<file path="config.mk">
export PLATFORM = sky130hd
export DESIGN_NAME = led_pattern_gen
export DESIGN_NICKNAME = d
export VERILOG_FILES = /design/src/rtl/led_pkg.sv /design/src/rtl/led_tick_gen.sv /design/src/rtl/led_pattern_gen.sv
export SDC_FILE = /design/constraint.sdc
export NUM_CORES = 1
export LEC_CHECK = 0
export ABC_AREA = 0
export ABC_CLOCK_PERIOD_IN_PS = 3330
export CORE_MARGIN = 5
export CORE_UTILIZATION = 40
export CTS_CLUSTER_DIAMETER = 150
export DETAILED_ROUTE_END_ITERATION = 8
export GPL_ROUTABILITY_DRIVEN = 0
export PLACE_DENSITY_LB_ADDON = 0.15
export SLEW_MARGIN = 20
export SYNTH_ARGS = -nofsm -noshare
export SYNTH_HDL_FRONTEND = slang
export SYNTH_SLANG_ARGS = --single-unit
</file>
<file path="constraint.sdc">
create_clock -name clk -period 3.33 [get_ports clk]
set_input_delay 0.666 -clock clk [delete_from_list [all_inputs] [get_ports clk]]
set_output_delay 0.666 -clock clk [all_outputs]
set_load 0.05 [all_outputs]
</file>
<file path="src/rtl/led_pkg.sv">
// led_pkg: shared types and constants for the LED pattern generator.
//   mode_t   - animation mode encoding, matches the 2-bit `mode` input
//   SEED_PAT - single-lit starting pattern for CHASE/BOUNCE
//   LED_W    - width of the LED drive
package led_pkg;

  localparam int LED_W = 32'd8;

  localparam logic [LED_W-1:0] SEED_PAT = 8'h01;

  typedef enum logic [1:0] {
    MODE_STATIC = 2'b00,
    MODE_CHASE  = 2'b01,
    MODE_BOUNCE = 2'b10,
    MODE_BLINK  = 2'b11
  } mode_t;

endpackage

</file>
<file path="src/rtl/led_tick_gen.sv">
// led_tick_gen: prescaler plus rate divider producing the pattern step tick.
//   clk, rst_n - clock, asynchronous active-low reset
//   en         - advance the prescaler; 0 freezes both counters
//   clr        - synchronous clear of prescaler and divider (mode change)
//   rate       - tick period is (rate+1) prescaler wraps
//   tick       - one-cycle strobe, high on the cycle the divider matches on a wrap
module led_tick_gen #(
  parameter int PRESCALE_W = 32'd16
) (
  input  logic       clk,
  input  logic       rst_n,
  input  logic       en,
  input  logic       clr,
  input  logic [3:0] rate,
  output logic       tick
);

  localparam logic [PRESCALE_W-1:0] PRESC_ONE  = {{(PRESCALE_W-1){1'b0}}, 1'b1};
  localparam logic [PRESCALE_W-1:0] PRESC_MAX  = {PRESCALE_W{1'b1}};
  localparam logic [PRESCALE_W-1:0] PRESC_ZERO = {PRESCALE_W{1'b0}};

  logic [PRESCALE_W-1:0] presc_r;
  logic [3:0]            div_r;
  logic                  wrap_s;

  // Wrap detection and tick strobe; a clear cycle never produces a tick.
  always_comb begin
    wrap_s = en && (presc_r == PRESC_MAX);
    if (clr) begin
      tick = 1'b0;
    end else begin
      tick = wrap_s && (div_r == rate);
    end
  end

  // Prescaler and divider. A divider above a newly lowered rate simply
  // runs up to its own wrap and restarts from zero.
  always_ff @(posedge clk or negedge rst_n) begin
    if (!rst_n) begin
      presc_r <= PRESC_ZERO;
      div_r   <= 4'd0;
    end else if (clr) begin
      presc_r <= PRESC_ZERO;
      div_r   <= 4'd0;
    end else if (en) begin
      presc_r <= presc_r + PRESC_ONE;
      if (wrap_s) begin
        if (div_r == rate) begin
          div_r <= 4'd0;
        end else begin
          div_r <= div_r + 4'd1;
        end
      end
    end
  end

endmodule

</file>
<file path="src/rtl/led_pattern_gen.sv">
// led_pattern_gen: animated, PWM-dimmed 8-bit LED pattern generator.
//   clk, rst_n - clock, asynchronous active-low reset
//   en         - run enable for the step timing (PWM always runs)
//   mode       - 00 STATIC, 01 CHASE, 10 BOUNCE, 11 BLINK
//   rate       - step period (rate+1) * 2^PRESCALE_W cycles
//   duty       - brightness; all-ones is fully lit, zero is dark
//   load       - strobe capturing load_pat into the stored pattern
//   load_pat   - pattern used by STATIC/BLINK
//   led        - registered LED drive
//   step       - one-cycle pulse on each pattern advance
//   dir        - BOUNCE direction, 0 = toward bit 7
module led_pattern_gen
  import led_pkg::*;
#(
  parameter int PRESCALE_W = 32'd16,
  parameter int PWM_W      = 32'd4
) (
  input  logic             clk,
  input  logic             rst_n,
  input  logic             en,
  input  logic [1:0]       mode,
  input  logic [3:0]       rate,
  input  logic [PWM_W-1:0] duty,
  input  logic             load,
  input  logic [LED_W-1:0] load_pat,
  output logic [LED_W-1:0] led,
  output logic             step,
  output logic             dir
);

  localparam logic [PWM_W-1:0] PWM_ONE  = {{(PWM_W-1){1'b0}}, 1'b1};
  localparam logic [PWM_W-1:0] PWM_FULL = {PWM_W{1'b1}};

  mode_t            mode_q_r;
  mode_t            mode_in_s;
  mode_t            mode_q_nx_s;
  logic [LED_W-1:0] pattern_r;
  logic [LED_W-1:0] pattern_nx_s;
  logic [LED_W-1:0] pat_reg_r;
  logic [LED_W-1:0] pat_reg_nx_s;
  logic [PWM_W-1:0] pwm_cnt_r;
  logic             dir_nx_s;
  logic             step_nx_s;
  logic             mode_chg_s;
  logic             tick_s;
  logic             lit_s;
  logic [LED_W-1:0] led_nx_s;

  // A mode change restarts the step period so the first step is a full period away.
  led_tick_gen #(
    .PRESCALE_W (PRESCALE_W)
  ) u_tick (
    .clk   (clk),
    .rst_n (rst_n),
    .en    (en),
    .clr   (mode_chg_s),
    .rate  (rate),
    .tick  (tick_s)
  );

  // Next-state logic: mode change beats load, load beats tick (step still flagged).
  always_comb begin
    mode_in_s    = mode_t'(mode);
    mode_chg_s   = (mode_in_s != mode_q_r);
    mode_q_nx_s  = mode_q_r;
    pattern_nx_s = pattern_r;
    dir_nx_s     = dir;
    step_nx_s    = 1'b0;
    if (load) begin
      pat_reg_nx_s = load_pat;
    end else begin
      pat_reg_nx_s = pat_reg_r;
    end

    if (mode_chg_s) begin
      mode_q_nx_s = mode_in_s;
      case (mode_in_s)
        MODE_CHASE, MODE_BOUNCE: begin
          pattern_nx_s = SEED_PAT;
          dir_nx_s     = 1'b0;
        end
        MODE_STATIC, MODE_BLINK: pattern_nx_s = pat_reg_r;
        default: begin
          pattern_nx_s = SEED_PAT;
          dir_nx_s     = 1'b0;
        end
      endcase
    end else if (load && ((mode_q_r == MODE_STATIC) || (mode_q_r == MODE_BLINK))) begin
      pattern_nx_s = load_pat;
      step_nx_s    = tick_s;
    end else if (tick_s) begin
      step_nx_s = 1'b1;
      case (mode_q_r)
        MODE_STATIC: pattern_nx_s = pat_reg_r;
        MODE_CHASE:  pattern_nx_s = {pattern_r[LED_W-2:0], pattern_r[LED_W-1]};
        MODE_BOUNCE: begin
          // Direction flips in the same update that reaches an end bit.
          if (!dir) begin
            pattern_nx_s = {pattern_r[LED_W-2:0], 1'b0};
            if (pattern_nx_s == 8'h80) begin
              dir_nx_s = 1'b1;
            end else begin
              dir_nx_s = 1'b0;
            end
          end else begin
            pattern_nx_s = {1'b0, pattern_r[LED_W-1:1]};
            if (pattern_nx_s == 8'h01) begin
              dir_nx_s = 1'b0;
            end else begin
              dir_nx_s = 1'b1;
            end
          end
        end
        MODE_BLINK: begin
          if (pattern_r != 8'h00) begin
            pattern_nx_s = 8'h00;
          end else begin
            pattern_nx_s = pat_reg_r;
          end
        end
        default: pattern_nx_s = SEED_PAT;
      endcase
    end else begin
      pattern_nx_s = pattern_r;
    end
  end

  // PWM gate: all-ones duty forces the LEDs fully on.
  always_comb begin
    lit_s    = (duty == PWM_FULL) || (pwm_cnt_r < duty);
    led_nx_s = pattern_r & {LED_W{lit_s}};
  end

  // State and output registers.
  always_ff @(posedge clk or negedge rst_n) begin
    if (!rst_n) begin
      mode_q_r  <= MODE_STATIC;
      pattern_r <= SEED_PAT;
      pat_reg_r <= SEED_PAT;
      pwm_cnt_r <= {PWM_W{1'b0}};
      dir       <= 1'b0;
      step      <= 1'b0;
      led       <= {LED_W{1'b0}};
    end else begin
      mode_q_r  <= mode_q_nx_s;
      pattern_r <= pattern_nx_s;
      pat_reg_r <= pat_reg_nx_s;
      pwm_cnt_r <= pwm_cnt_r + PWM_ONE;
      dir       <= dir_nx_s;
      step      <= step_nx_s;
      led       <= led_nx_s;
    end
  end

endmodule

</file>
* After elaboration in Yosys (flattened, before gate mapping)
Index checks and enable logic that the tools add are counted.
Cells by class: add/subtract/negate cells 3, $mul 0, div/mod/pow operators 0, order comparisons 1, equality and inequality tests 14, shift-type cells 0, mux-type cells 25, bitwise operators 1, reductions and logical operators 17
Operators by type and width (count):
- $mux 8 | 5
- $mux 16 | 2
- $pmux 8 s4 | 1
- $add 16x1->16 const B | 1
- $eq 16x16->1 const B | 1
- $mux 4 | 4
- $pmux 8 s2 | 1
- $mux 1 | 12
- $add 4x1->4 const B | 2
- $and 8x8->8 | 1
- $eq 2x2->1 const B | 4
- $reduce_bool 2->1 | 4
- $reduce_bool 8->1 | 1
- $eq 7x1->1 const B | 1
- $eq 7x7->1 const B | 1
- $eq 2x1->1 const B | 2
- $eq 4x4->1 | 1
- $eq 4x4->1 const B | 1
- $logic_not 2->1 | 2
- $lt 4x4->1 | 1
- $reduce_and 4->1 | 1
- $reduce_or 2->1 | 2
- $logic_and 1x1->1 | 3
- $reduce_bool 3->1 | 1
- 5 further kinds | 6
Word-level totals: flip-flop bits (word level) 52, bits in latches 0, memory bits (writable) 0, ROM bits 0, bits of input ports 22, word-level logic and storage cells 70, memories 0

* Logic depth before layout (Yosys ltp)
Gate-level depths: netlist of the first run.
depth in word-level cells 7, depth in mapped cells 9

* Cells and area by module
A second synthesis of the first run with hierarchy kept.
Second synthesis, totals: cell total of the unflattened synthesis 278, area, all modules 2870.3 um2
Modules (own cells, without submodules):
- led_pattern_gen | instances 1, cells each 162, area an instance 1746.7 um2, seq. area each 803.3 um2
- led_tick_gen | instances 1, cells each 116, area an instance 1123.6 um2, seq. area each 500.5 um2

* Least setup slack after synthesis of the first run
OpenSTA, ideal clock, no wires.
path kind input-to-reg, from input rate[3], to register pattern_r[7], library setup time 0.125 ns, data arrival time 1.990 ns, slack 1.215 ns, stages on the path 6, buffers on the path 1, cells stage by stage xor2_1 -> nor4_4 -> nand4_1 -> and2_1 -> buf_6 -> mux2_4
On the way: cells in the longest elaborated chain, start to end 4
RTL lines:
- from (decl) | line led_pattern_gen.sv:22 | input logic [3:0] rate,
- $eq 4x4->1 | line led_tick_gen.sv:32 | tick = wrap_s && (div_r == rate);
- $logic_and 1x1->1 | line led_tick_gen.sv:32
- $mux 1 | line led_tick_gen.sv:29 | if (clr) begin
- $reduce_bool 3->1 (no source line)
- to (signal assigned) | line led_pattern_gen.sv:146 | pattern_r <= pattern_nx_s;
- to (decl) | line led_pattern_gen.sv:37 | logic [LED_W-1:0] pattern_r;
No other way between the ends. A chain may end at the register's enable or synchronous reset.

* Worst setup path in the final report of the first run
Same ends and word-level chain as after synthesis.

==> impl_metrics.env, run 1 <==
export IMPL_outcome="completed"
export IMPL_clkSinkCount=52
export IMPL_finalHoldViolations=0
export IMPL_io_buffers=31
export IMPL_vias=2101
export IMPL_path_depth=6
export IMPL_cp_arrival_ps=2640
export IMPL_crit_path_max_fanout=8
export IMPL_ios=32
export IMPL_cts_buffers=5
export IMPL_max_stage_delay_ps=430
export IMPL_drive_above_1_share_pct=10.83
export IMPL_reg2reg_depth=6
export IMPL_htreeDepth=2
export IMPL_antenna_found_initial=0
export IMPL_setup_violations=0
export IMPL_synth_edf_count=0
export IMPL_ant_nets=0
export IMPL_die_h_um=93.75
export IMPL_root_buffer="clkbuf_8"
export IMPL_cp_start_kind="input port"
export IMPL_tns_ps=0
export IMPL_cts_buffer_depth=2
export IMPL_worst_ep_required_time_ps=3530
export IMPL_cts_hold_buf=0
export IMPL_fin_nets=345
export IMPL_grt_pass1_wl_um=9777
export IMPL_crit_chain="clkdlybuf4s50_1, xor2_1, nor4_4, nand4_1, and2_1, mux2_4"
export IMPL_grt_total_usage_pct=13.81
export IMPL_p_leak_nw=1.429
export IMPL_ys_seq_area_share_pct=46.48
export IMPL_area_growth_pct=18.33
export IMPL_core_area_um2=6794
export IMPL_rows=30
export IMPL_ctsResizeCount=0
export IMPL_die_area_um2=8788
export IMPL_ys_flop_type="dfrtp_1"
export IMPL_syn_avg_cell_area_um2=10.02
export IMPL_final_common_cell="dfrtp_1"
export IMPL_path_class="in -> reg"
export IMPL_combPwrFrac_pct=21.5
export IMPL_clkSlewWorstSetupHoldPaths_ps=100
export IMPL_hp_class="in -> async"
export IMPL_drc=0
export IMPL_wl_per_cell_um=13.87
export IMPL_tightestPinTransition_ps=765.4
export IMPL_dp_hpwl_um=4171
export IMPL_p_int_uw=972.9
export IMPL_clkPwrFrac_pct=27.2
export IMPL_path_delay_family="simple AND/OR/NAND/NOR gates"
export IMPL_antennaDiodeCount=0
export IMPL_endpoint_kind="flip-flop"
export IMPL_postCtsSetupBuffers=0
export IMPL_rsz0062_at_grt="false"
export IMPL_critPathSlowestCell="nor4_4"
export IMPL_clkLatencyLatePin_ps=310
export IMPL_viasPerCell=5.124
export IMPL_routed_wl_um=5688
export IMPL_power_mw=1.403
export IMPL_fillers=675
export IMPL_synth_nets=312
export IMPL_final_cells=410
export IMPL_power_frac_seq_pct=51.2
export IMPL_dp_cells=402
export IMPL_synth_area_um2=2805
export IMPL_ys_types=45
export IMPL_synth_cells=280
export IMPL_mostFrequentLayoutCells="50 x dfrtp_1, 30 x clkdlybuf4s50_1, 25 x nor2_1"
export IMPL_fmax_mhz=410.9
export IMPL_synth_async_sr_flop_share_pct=100.0
export IMPL_layout_min_cycle_time_ps=2434
export IMPL_yosysWarnings=0
export IMPL_synth_seq_cells=52
export IMPL_cts_tree="yes"
export IMPL_power_switching_uw=430.0
export IMPL_switching_share_pct=30.65
export IMPL_fin_crit_sh_pct=73.09
export IMPL_initial_utilization_pct=41.29
export IMPL_drv_slew=0
export IMPL_first_pass_iters=4
export IMPL_powerDensity_nw_per_um2=422.6
export IMPL_drt_initial_drc_count=79
export IMPL_grt_max_degree=36
export IMPL_fin_skew_ps=8.288
export IMPL_overflow=0
export IMPL_cap_violations=0
export IMPL_crit_buf_inv=1
export IMPL_first_global_vias=2063
export IMPL_ir_drop_uv=155.7
export IMPL_slew_headroom_pct=48.98
export IMPL_die_w_um=93.75
cell usage after synthesis (2+ instances only):
master | instances | area share [%]
a21boi_0 | 3 | 0.80
a21o_1 | 3 | 0.80
a21oi_1 | 16 | 2.9
a31oi_1 | 10 | 2.2
and3_1 | 3 | 0.67
and4_1 | 2 | 0.62
buf_6 | 2 | 0.80
clkbuf_1 | 9 | 1.2
dfrtp_1 | 50 | 45
dfstp_2 | 2 | 1.9
ha_1 | 10 | 4.5
inv_1 | 14 | 1.9
mux2_2 | 7 | 2.8
mux2_4 | 2 | 1.1
mux2i_1 | 7 | 2.5
nand2_1 | 18 | 2.4
nand2b_1 | 2 | 0.45
nand3_1 | 8 | 1.4
nand4_1 | 9 | 2.0
nor2_1 | 25 | 3.3
nor2b_1 | 9 | 2.0
nor4_1 | 3 | 0.67
o211ai_1 | 7 | 1.9
o21ai_0 | 17 | 3.0
xnor2_1 | 5 | 1.6
xor2_1 | 18 | 5.6
power groups by stage:
stage | clock (mW) | sequential (mW) | combinational [mW]
after floorplan | 0 | 0.778 | 0.135
after global placement | 0 | 0.731 | 0.303
after detailed placement | 0 | 0.731 | 0.304
after CTS | 0.398 | 0.719 | 0.305
after global routing | 0.425 | 0.726 | 0.330
final | 0.382 | 0.719 | 0.302
per-layer routing:
layer / share of wire [%] / up-vias / GRT usage [%]
met3: 6.0 / 6 / 3.125
met5: 0 / - / 0
met1: 49 / 991 / 19.51
met4: 1.2 / 0 / 4.332
li1: - / 1057 / -
met2: 44 / 47 / 20.93
flip-flops by register name, summed over array words and instances, names as in the netlist:
register        cells
mode_q_r            2
dir                 1
pattern_r           8
u_tick.div_r        4
step                1
led                 8
pat_reg_r           8
u_tick.presc_r     16
pwm_cnt_r           4
area by class of cell:
class,count,area [µm²],share of cell area [%]
Sequential cell,52,1304,39.28
Clock inverter,2,15.01,0.4523
Clock buffer,6,82.58,2.488
Multi-Input combinational cell,202,1388,41.80
Inverter,14,52.55,1.583
Tap cell,96,120.1,3.619
Timing Repair Buffer,38,357.8,10.78
kinds of logic (layout without fill, tap and decap cells):
kind of cell / Yosys count / in the layout / share of synthesized area (%)
adders and majority gates: 10 / 10 / 4.460
AOI/OAI and AO/OA: 61 / 61 / 13.11
muxes: 16 / 16 / 6.379
xor gates and xnor gates: 23 / 23 / 7.181
buffers and inverters: 26 / 60 / 4.059
and+or+nand+nor: 92 / 92 / 18.33
DFF: 52 / 52 / 46.48
per-stage QoR:
step | cell area (µm²) | hold WS (ps) | util (%) | setup WS, ps
after global placement | 3222 | 466.8 | 47.42 | 585.4
after floorplan | 2805 | 370.4 | - | 1215
after CTS | 3319 | 441.1 | 48.86 | 868.4
final | 3319 | 425.3 | 48.86 | 896.1
after global routing | 3319 | 482.8 | 48.86 | 782.1
after detailed placement | 3222 | 467.6 | 47.42 | 530.0
worst paths after layout:
check / start / to / slack (ps)
min in group clk: pwm_cnt_r[0] / pwm_cnt_r[0] / 480
max reg2reg: u_tick.presc_r[1] / pattern_r[7] / 1050
max in group asynchronous: rst_n / mode_q_r[1] / 2270
min reg2reg: pwm_cnt_r[0] / pwm_cnt_r[0] / 480
min: rst_n / u_tick.presc_r[10] / 430
max: rate[3] / pattern_r[7] / 900
(Power assumes the default switching activity.)
==> run 2, diff against run 1 <==
--- a/config.mk
+++ b/config.mk
@@ -6,7 +6,7 @@
 export NUM_CORES = 1
 export LEC_CHECK = 0
 export ABC_AREA = 0
-export ABC_CLOCK_PERIOD_IN_PS = 3330
+export ABC_CLOCK_PERIOD_IN_PS = 1990
 export CORE_MARGIN = 5
 export CORE_UTILIZATION = 40
 export CTS_CLUSTER_DIAMETER = 150
==> constraint.sdc (replaced) <==
create_clock -name clk -period 1.99 [get_ports clk]
set_input_delay 0.398 -clock clk [delete_from_list [all_inputs] [get_ports clk]]
set_output_delay 0.398 -clock clk [all_outputs]
set_load 0.05 [all_outputs]
==> run 2 against run 1 <==
Effect of this change:
- clock-buffer cell count shrank 1
- sequential share of layout area shrank 1.8 points
- register-to-register slack lost 890 ps
- sequential power grew 67%
- highest routed layer unchanged
- critical path type is now reg -> out
- critical endpoint is now led[5]
- wire length grew 5.9%
- first-iteration DRC count shrank 13%
==> impl_metrics.env, run 2 (synthesis gave the netlist of run 1 again) <==
export IMPL_outcome="completed"
export IMPL_drt_initial_drc_count=69
export IMPL_ant_nets=0
export IMPL_cp_arrival_ps=1470
export IMPL_mostFrequentLayoutCells="48 x dfrtp_1, 29 x clkdlybuf4s50_1, 26 x buf_4"
export IMPL_routed_wl_um=6023
export IMPL_tns_ps=0
export IMPL_fin_crit_sh_pct=94.04
export IMPL_slew_headroom_pct=64.15
export IMPL_largest_register="u_tick.presc_r"
export IMPL_first_global_vias=2166
export IMPL_drc=0
export IMPL_r2r_setup_slack_ps=160
export IMPL_rows=30
export IMPL_initial_utilization_pct=41.29
export IMPL_max_stage_delay_ps=820
export IMPL_path_delay_family="buffers and inverters"
export IMPL_fmax_mhz=534.3
export IMPL_p_leak_nw=1.540
export IMPL_drive_above_1_share_pct=17.72
export IMPL_setup_violations=0
export IMPL_finalHoldViolations=0
export IMPL_die_area_um2=8788
export IMPL_die_h_um=93.75
export IMPL_cts_tree="yes"
export IMPL_grt_total_usage_pct=14.70
export IMPL_crit_chain="clkdlybuf4s50_1"
export IMPL_worst_ep_required_time_ps=1590
export IMPL_crit_buf_inv=1
export IMPL_cts_buffer_depth=2
export IMPL_cp_start_kind="flip-flop"
export IMPL_viasPerCell=5.086
export IMPL_layout_min_cycle_time_ps=1871
export IMPL_fillers=622
export IMPL_worstReg2RegEnd="pattern_r[0]"
export IMPL_powerDensity_nw_per_um2=682.8
export IMPL_root_buffer="clkbuf_8"
export IMPL_hp_class="in -> async"
export IMPL_dp_hpwl_um=4430
export IMPL_core_area_um2=6794
export IMPL_cap_violations=0
export IMPL_grt_max_degree=53
export IMPL_final_common_cell="dfrtp_1"
export IMPL_cts_buffers=5
export IMPL_fin_nets=364
export IMPL_endpoint="led[5]"
export IMPL_antenna_found_initial=0
export IMPL_io_buffers=31
export IMPL_vias=2182
export IMPL_antennaDiodeCount=0
export IMPL_r2r_start="mode_q_r[0]"
export IMPL_drv_slew=0
export IMPL_path_depth=1
export IMPL_htreeDepth=2
export IMPL_endpoint_kind="output pin"
export IMPL_critPathSlowestCell="clkdlybuf4s50_1"
export IMPL_critPathLaunch="led[5]"
export IMPL_area_growth_pct=24.26
export IMPL_grt_pass1_wl_um=10320
export IMPL_overflow=0
export IMPL_largest_reg_flops=16
export IMPL_clkLatencyLatePin_ps=300
export IMPL_ir_drop_uv=287.2
export IMPL_clkSinkCount=52
export IMPL_fin_skew_ps=13.00
export IMPL_crit_path_max_fanout=1
export IMPL_first_pass_iters=4
export IMPL_wl_per_cell_um=14.04
export IMPL_clkSlewWorstSetupHoldPaths_ps=100
export IMPL_whs_ps=67.28
export IMPL_rsz0062_at_grt="false"
export IMPL_tightestPinTransition_ps=536.1
export IMPL_reg2reg_depth=7
export IMPL_path_class="reg -> out"
export IMPL_ios=32
export IMPL_die_w_um=93.75
export IMPL_post_route_util_pct=51.31
run 2: changes by cell type in the layout (fill, tap and decap cells not counted), sizes merged:
| cell | previous run | this run |
|---|---|---|
| buf | 8 | 28 |
| clkinv | 0 | 2 |
| clkinvlp | 2 | 0 |
| clkbuf | 6 | 5 |
| clkdlybuf4s50 | 30 | 29 |
| inv | 14 | 15 |
run 2: layout make-up:
cell class              instances  area (µm²)  area share (%)
multi-input cells             202        1401           40.20
flip-flops and latches         52        1306           37.47
repair buffers                 57       510.5           14.64
well taps                      96       120.1           3.446
clock buffers                   5       68.82           1.974
inverters                      14       52.55           1.508
clock inverters                 3       26.28          0.7538
run 2: worst min-delay path by stage:
stage                from            endpoint  slack [ps]  cells after the start
CTS                 rst_n  u_tick.presc_r[15]          70                      2
global placement    rst_n  u_tick.presc_r[15]         410                      2
global route        rst_n  u_tick.presc_r[15]          90                      2
detailed placement  rst_n  u_tick.presc_r[15]         410                      2
finish              rst_n  u_tick.presc_r[13]          70                      2
floorplan           rst_n                 dir         100                      0
run 2: through the flow:
stage	setup slack, ps	power, mW	cell area, µm²	cells
floorplan	28.27	1.529	2805	280
global placement	-185.6	1.770	3367	420
detailed placement	-190.2	1.777	3367	420
CTS	27.75	2.403	3462	428
global route	54.33	2.511	3486	429
finish	118.5	2.380	3486	429
run 2: where the power goes:
part	total [mW]	switching, mW	internal (mW)	leakage [nW]
sequential	1.20	0.0638	1.14	0.676
clock	0.619	0.362	0.257	0.0487
combinational	0.559	0.314	0.246	0.815
run 2: what timing repair did:
item	CTS	global route
buffers inserted	0	1
setup endpoints to repair	0	7
gates resized for setup	0	6
hold buffers	0	0
run 2: metal layers:
metal	wire (µm)	vias up	GRT usage, %	share of wire (%)
met5	0	-	0	0
met4	63	0	4.091	1.0
met3	198	4	3.365	3.3
met2	2686	26	21.88	45
met1	3075	1058	21.35	51
li1	-	1094	-	-
==> run 3, diff against run 2 <==
--- a/config.mk
+++ b/config.mk
@@ -6,13 +6,14 @@
 export NUM_CORES = 1
 export LEC_CHECK = 0
 export ABC_AREA = 0
-export ABC_CLOCK_PERIOD_IN_PS = 1990
+export ABC_CLOCK_PERIOD_IN_PS = 2000
 export CORE_MARGIN = 5
 export CORE_UTILIZATION = 40
 export CTS_CLUSTER_DIAMETER = 150
 export DETAILED_ROUTE_END_ITERATION = 8
 export GPL_ROUTABILITY_DRIVEN = 0
 export PLACE_DENSITY_LB_ADDON = 0.15
+export SKIP_CTS_REPAIR_TIMING = 1
 export SLEW_MARGIN = 20
 export SYNTH_ARGS = -nofsm -noshare
 export SYNTH_HDL_FRONTEND = slang
==> constraint.sdc (replaced) <==
create_clock -name clk -period 2 [get_ports clk]
set_input_delay 0.4 -clock clk [delete_from_list [all_inputs] [get_ports clk]]
set_output_delay 0.4 -clock clk [all_outputs]
set_load 0.05 [all_outputs]
==> run 3 against run 2 <==
Effect of this change:
- wire length is 0.22% lower
- setup slack better by 1.9 ps
- utilization stayed put
- clock-buffer cell count stayed put
- combinational power is 0.9% lower
- hold slack better by 1.0 ps
- via count is 0.37% lower
- highest routed layer unchanged
==> impl_metrics.env, run 3 (synthesis gave the netlist of run 1 again) <==
export IMPL_worstReg2RegEnd="pattern_r[4]"
export IMPL_powerDensity_nw_per_um2=680.0
export IMPL_first_pass_iters=4
export IMPL_max_stage_delay_ps=820
export IMPL_final_common_cell="dfrtp_1"
export IMPL_switching_share_pct=31.20
export IMPL_grt_pass1_wl_um=10360
export IMPL_root_buffer="clkbuf_8"
export IMPL_endpoint_kind="output pin"
export IMPL_slew_headroom_pct=64.67
export IMPL_setup_violations=0
export IMPL_clkPwrFrac_pct=26.2
export IMPL_worst_ep_required_time_ps=1600
export IMPL_clkSlewWorstSetupHoldPaths_ps=100
export IMPL_power_mw=2.370
export IMPL_cp_arrival_ps=1480
export IMPL_first_global_vias=2198
export IMPL_fin_crit_sh_pct=93.98
export IMPL_finalHoldViolations=0
export IMPL_tns_ps=0
export IMPL_antenna_found_initial=0
export IMPL_ant_nets=0
export IMPL_cts_buffer_depth=2
export IMPL_power_switching_uw=739.4
export IMPL_placed_area_um2=3367
export IMPL_initial_utilization_pct=41.29
export IMPL_tightestPinTransition_ps=528.3
export IMPL_drc=0
export IMPL_clkSinkCount=52
export IMPL_power_frac_seq_pct=50.5
export IMPL_r2r_start="mode_q_r[0]"
export IMPL_design_area_um2=3486
export IMPL_outcome="completed"
export IMPL_cts_buffers=5
export IMPL_largest_reg_flops=16
export IMPL_viasPerCell=5.056
export IMPL_ios=32
export IMPL_whs_ps=68.31
export IMPL_fillers=645
export IMPL_mostFrequentLayoutCells="48 x dfrtp_1, 29 x clkdlybuf4s50_1, 26 x buf_4"
export IMPL_rows=30
export IMPL_drive_above_1_share_pct=17.37
export IMPL_ir_drop_uv=281.9
export IMPL_combPwrFrac_pct=23.4
export IMPL_crit_buf_inv=1
export IMPL_grt_max_degree=53
export IMPL_p_leak_nw=1.540
export IMPL_wl_per_cell_um=13.98
export IMPL_crit_chain="clkdlybuf4s50_1"
export IMPL_antennaDiodeCount=0
export IMPL_p_int_mw=1.631
export IMPL_path_depth=1
export IMPL_dp_hpwl_um=4426
export IMPL_core_area_um2=6794
export IMPL_critPathSlowestCell="clkdlybuf4s50_1"
export IMPL_dp_slack_ps=-196.9
export IMPL_die_h_um=93.75
export IMPL_reg2reg_depth=8
export IMPL_drv_slew=0
export IMPL_path_class="reg -> out"
export IMPL_routed_wl_um=6010
export IMPL_cts_tree="yes"
export IMPL_fin_nets=365
export IMPL_hp_class="in -> async"
export IMPL_vias=2174
export IMPL_grt_total_usage_pct=14.69
export IMPL_clkLatencyLatePin_ps=310
export IMPL_rsz0062_at_grt="false"
export IMPL_largest_register="u_tick.presc_r"
export IMPL_path_delay_family="buffers and inverters"
export IMPL_io_buffers=31
export IMPL_drt_initial_drc_count=68
export IMPL_layout_min_cycle_time_ps=1880
export IMPL_fmax_mhz=532.0
export IMPL_area_growth_pct=24.26
export IMPL_r2r_setup_slack_ps=130
export IMPL_cap_violations=0
export IMPL_die_area_um2=8788
export IMPL_fin_skew_ps=13.29
export IMPL_cp_start_kind="flip-flop"
export IMPL_die_w_um=93.75
export IMPL_crit_path_max_fanout=1
export IMPL_htreeDepth=2
export IMPL_overflow=0
export IMPL_worst_slack_ps=120.4
-- run 3: layout make-up --
type | instances | area (µm²) | area share [%]
Clock inverter | 3 | 26.28 | 0.7538
Sequential cell | 52 | 1306 | 37.47
Tap cell | 96 | 120.1 | 3.446
Clock buffer | 5 | 68.82 | 1.974
Timing Repair Buffer | 58 | 521.8 | 14.97
Inverter | 14 | 52.55 | 1.508
Multi-Input combinational cell | 202 | 1390 | 39.88
-- run 3: stage by stage --
| stage | util [%] | instances |
|---|---|---|
| after floorplan | - | 280 |
| after global placement | 49.56 | 420 |
| after detailed placement | 49.56 | 420 |
| after CTS | 50.96 | 428 |
| after global routing | 51.31 | 430 |
| final | 51.31 | 430 |
-- run 3: metal layers --
metal | up-vias | part of all wire (%) | GRT usage [%]
li1 | 1103 | - | -
met1 | 1026 | 50 | 21.09
met2 | 38 | 45 | 22.41
met3 | 7 | 3.9 | 2.965
met4 | 0 | 1.1 | 4.091
met5 | - | 0 | 0
-- run 3: worst max path at each step --
| stage | end | from |
|---|---|---|
| global placement | pattern_r[0] | mode[0] |
| detailed placement | pattern_r[0] | mode[0] |
| global route | pattern_r[6] | mode_q_r[0] |
| CTS | pattern_r[4] | mode_q_r[0] |
| finish | led[5] | led[5] |
| floorplan | pattern_r[7] | mode_q_r[0] |
-- run 3: power groups by stage --
stage	sequential [mW]	clock (mW)	combinational, mW
finish	1.20	0.621	0.554
global route	1.21	0.692	0.606
CTS	1.19	0.656	0.555
detailed placement	1.21	0	0.553
global placement	1.21	0	0.547
floorplan	1.30	0	0.225
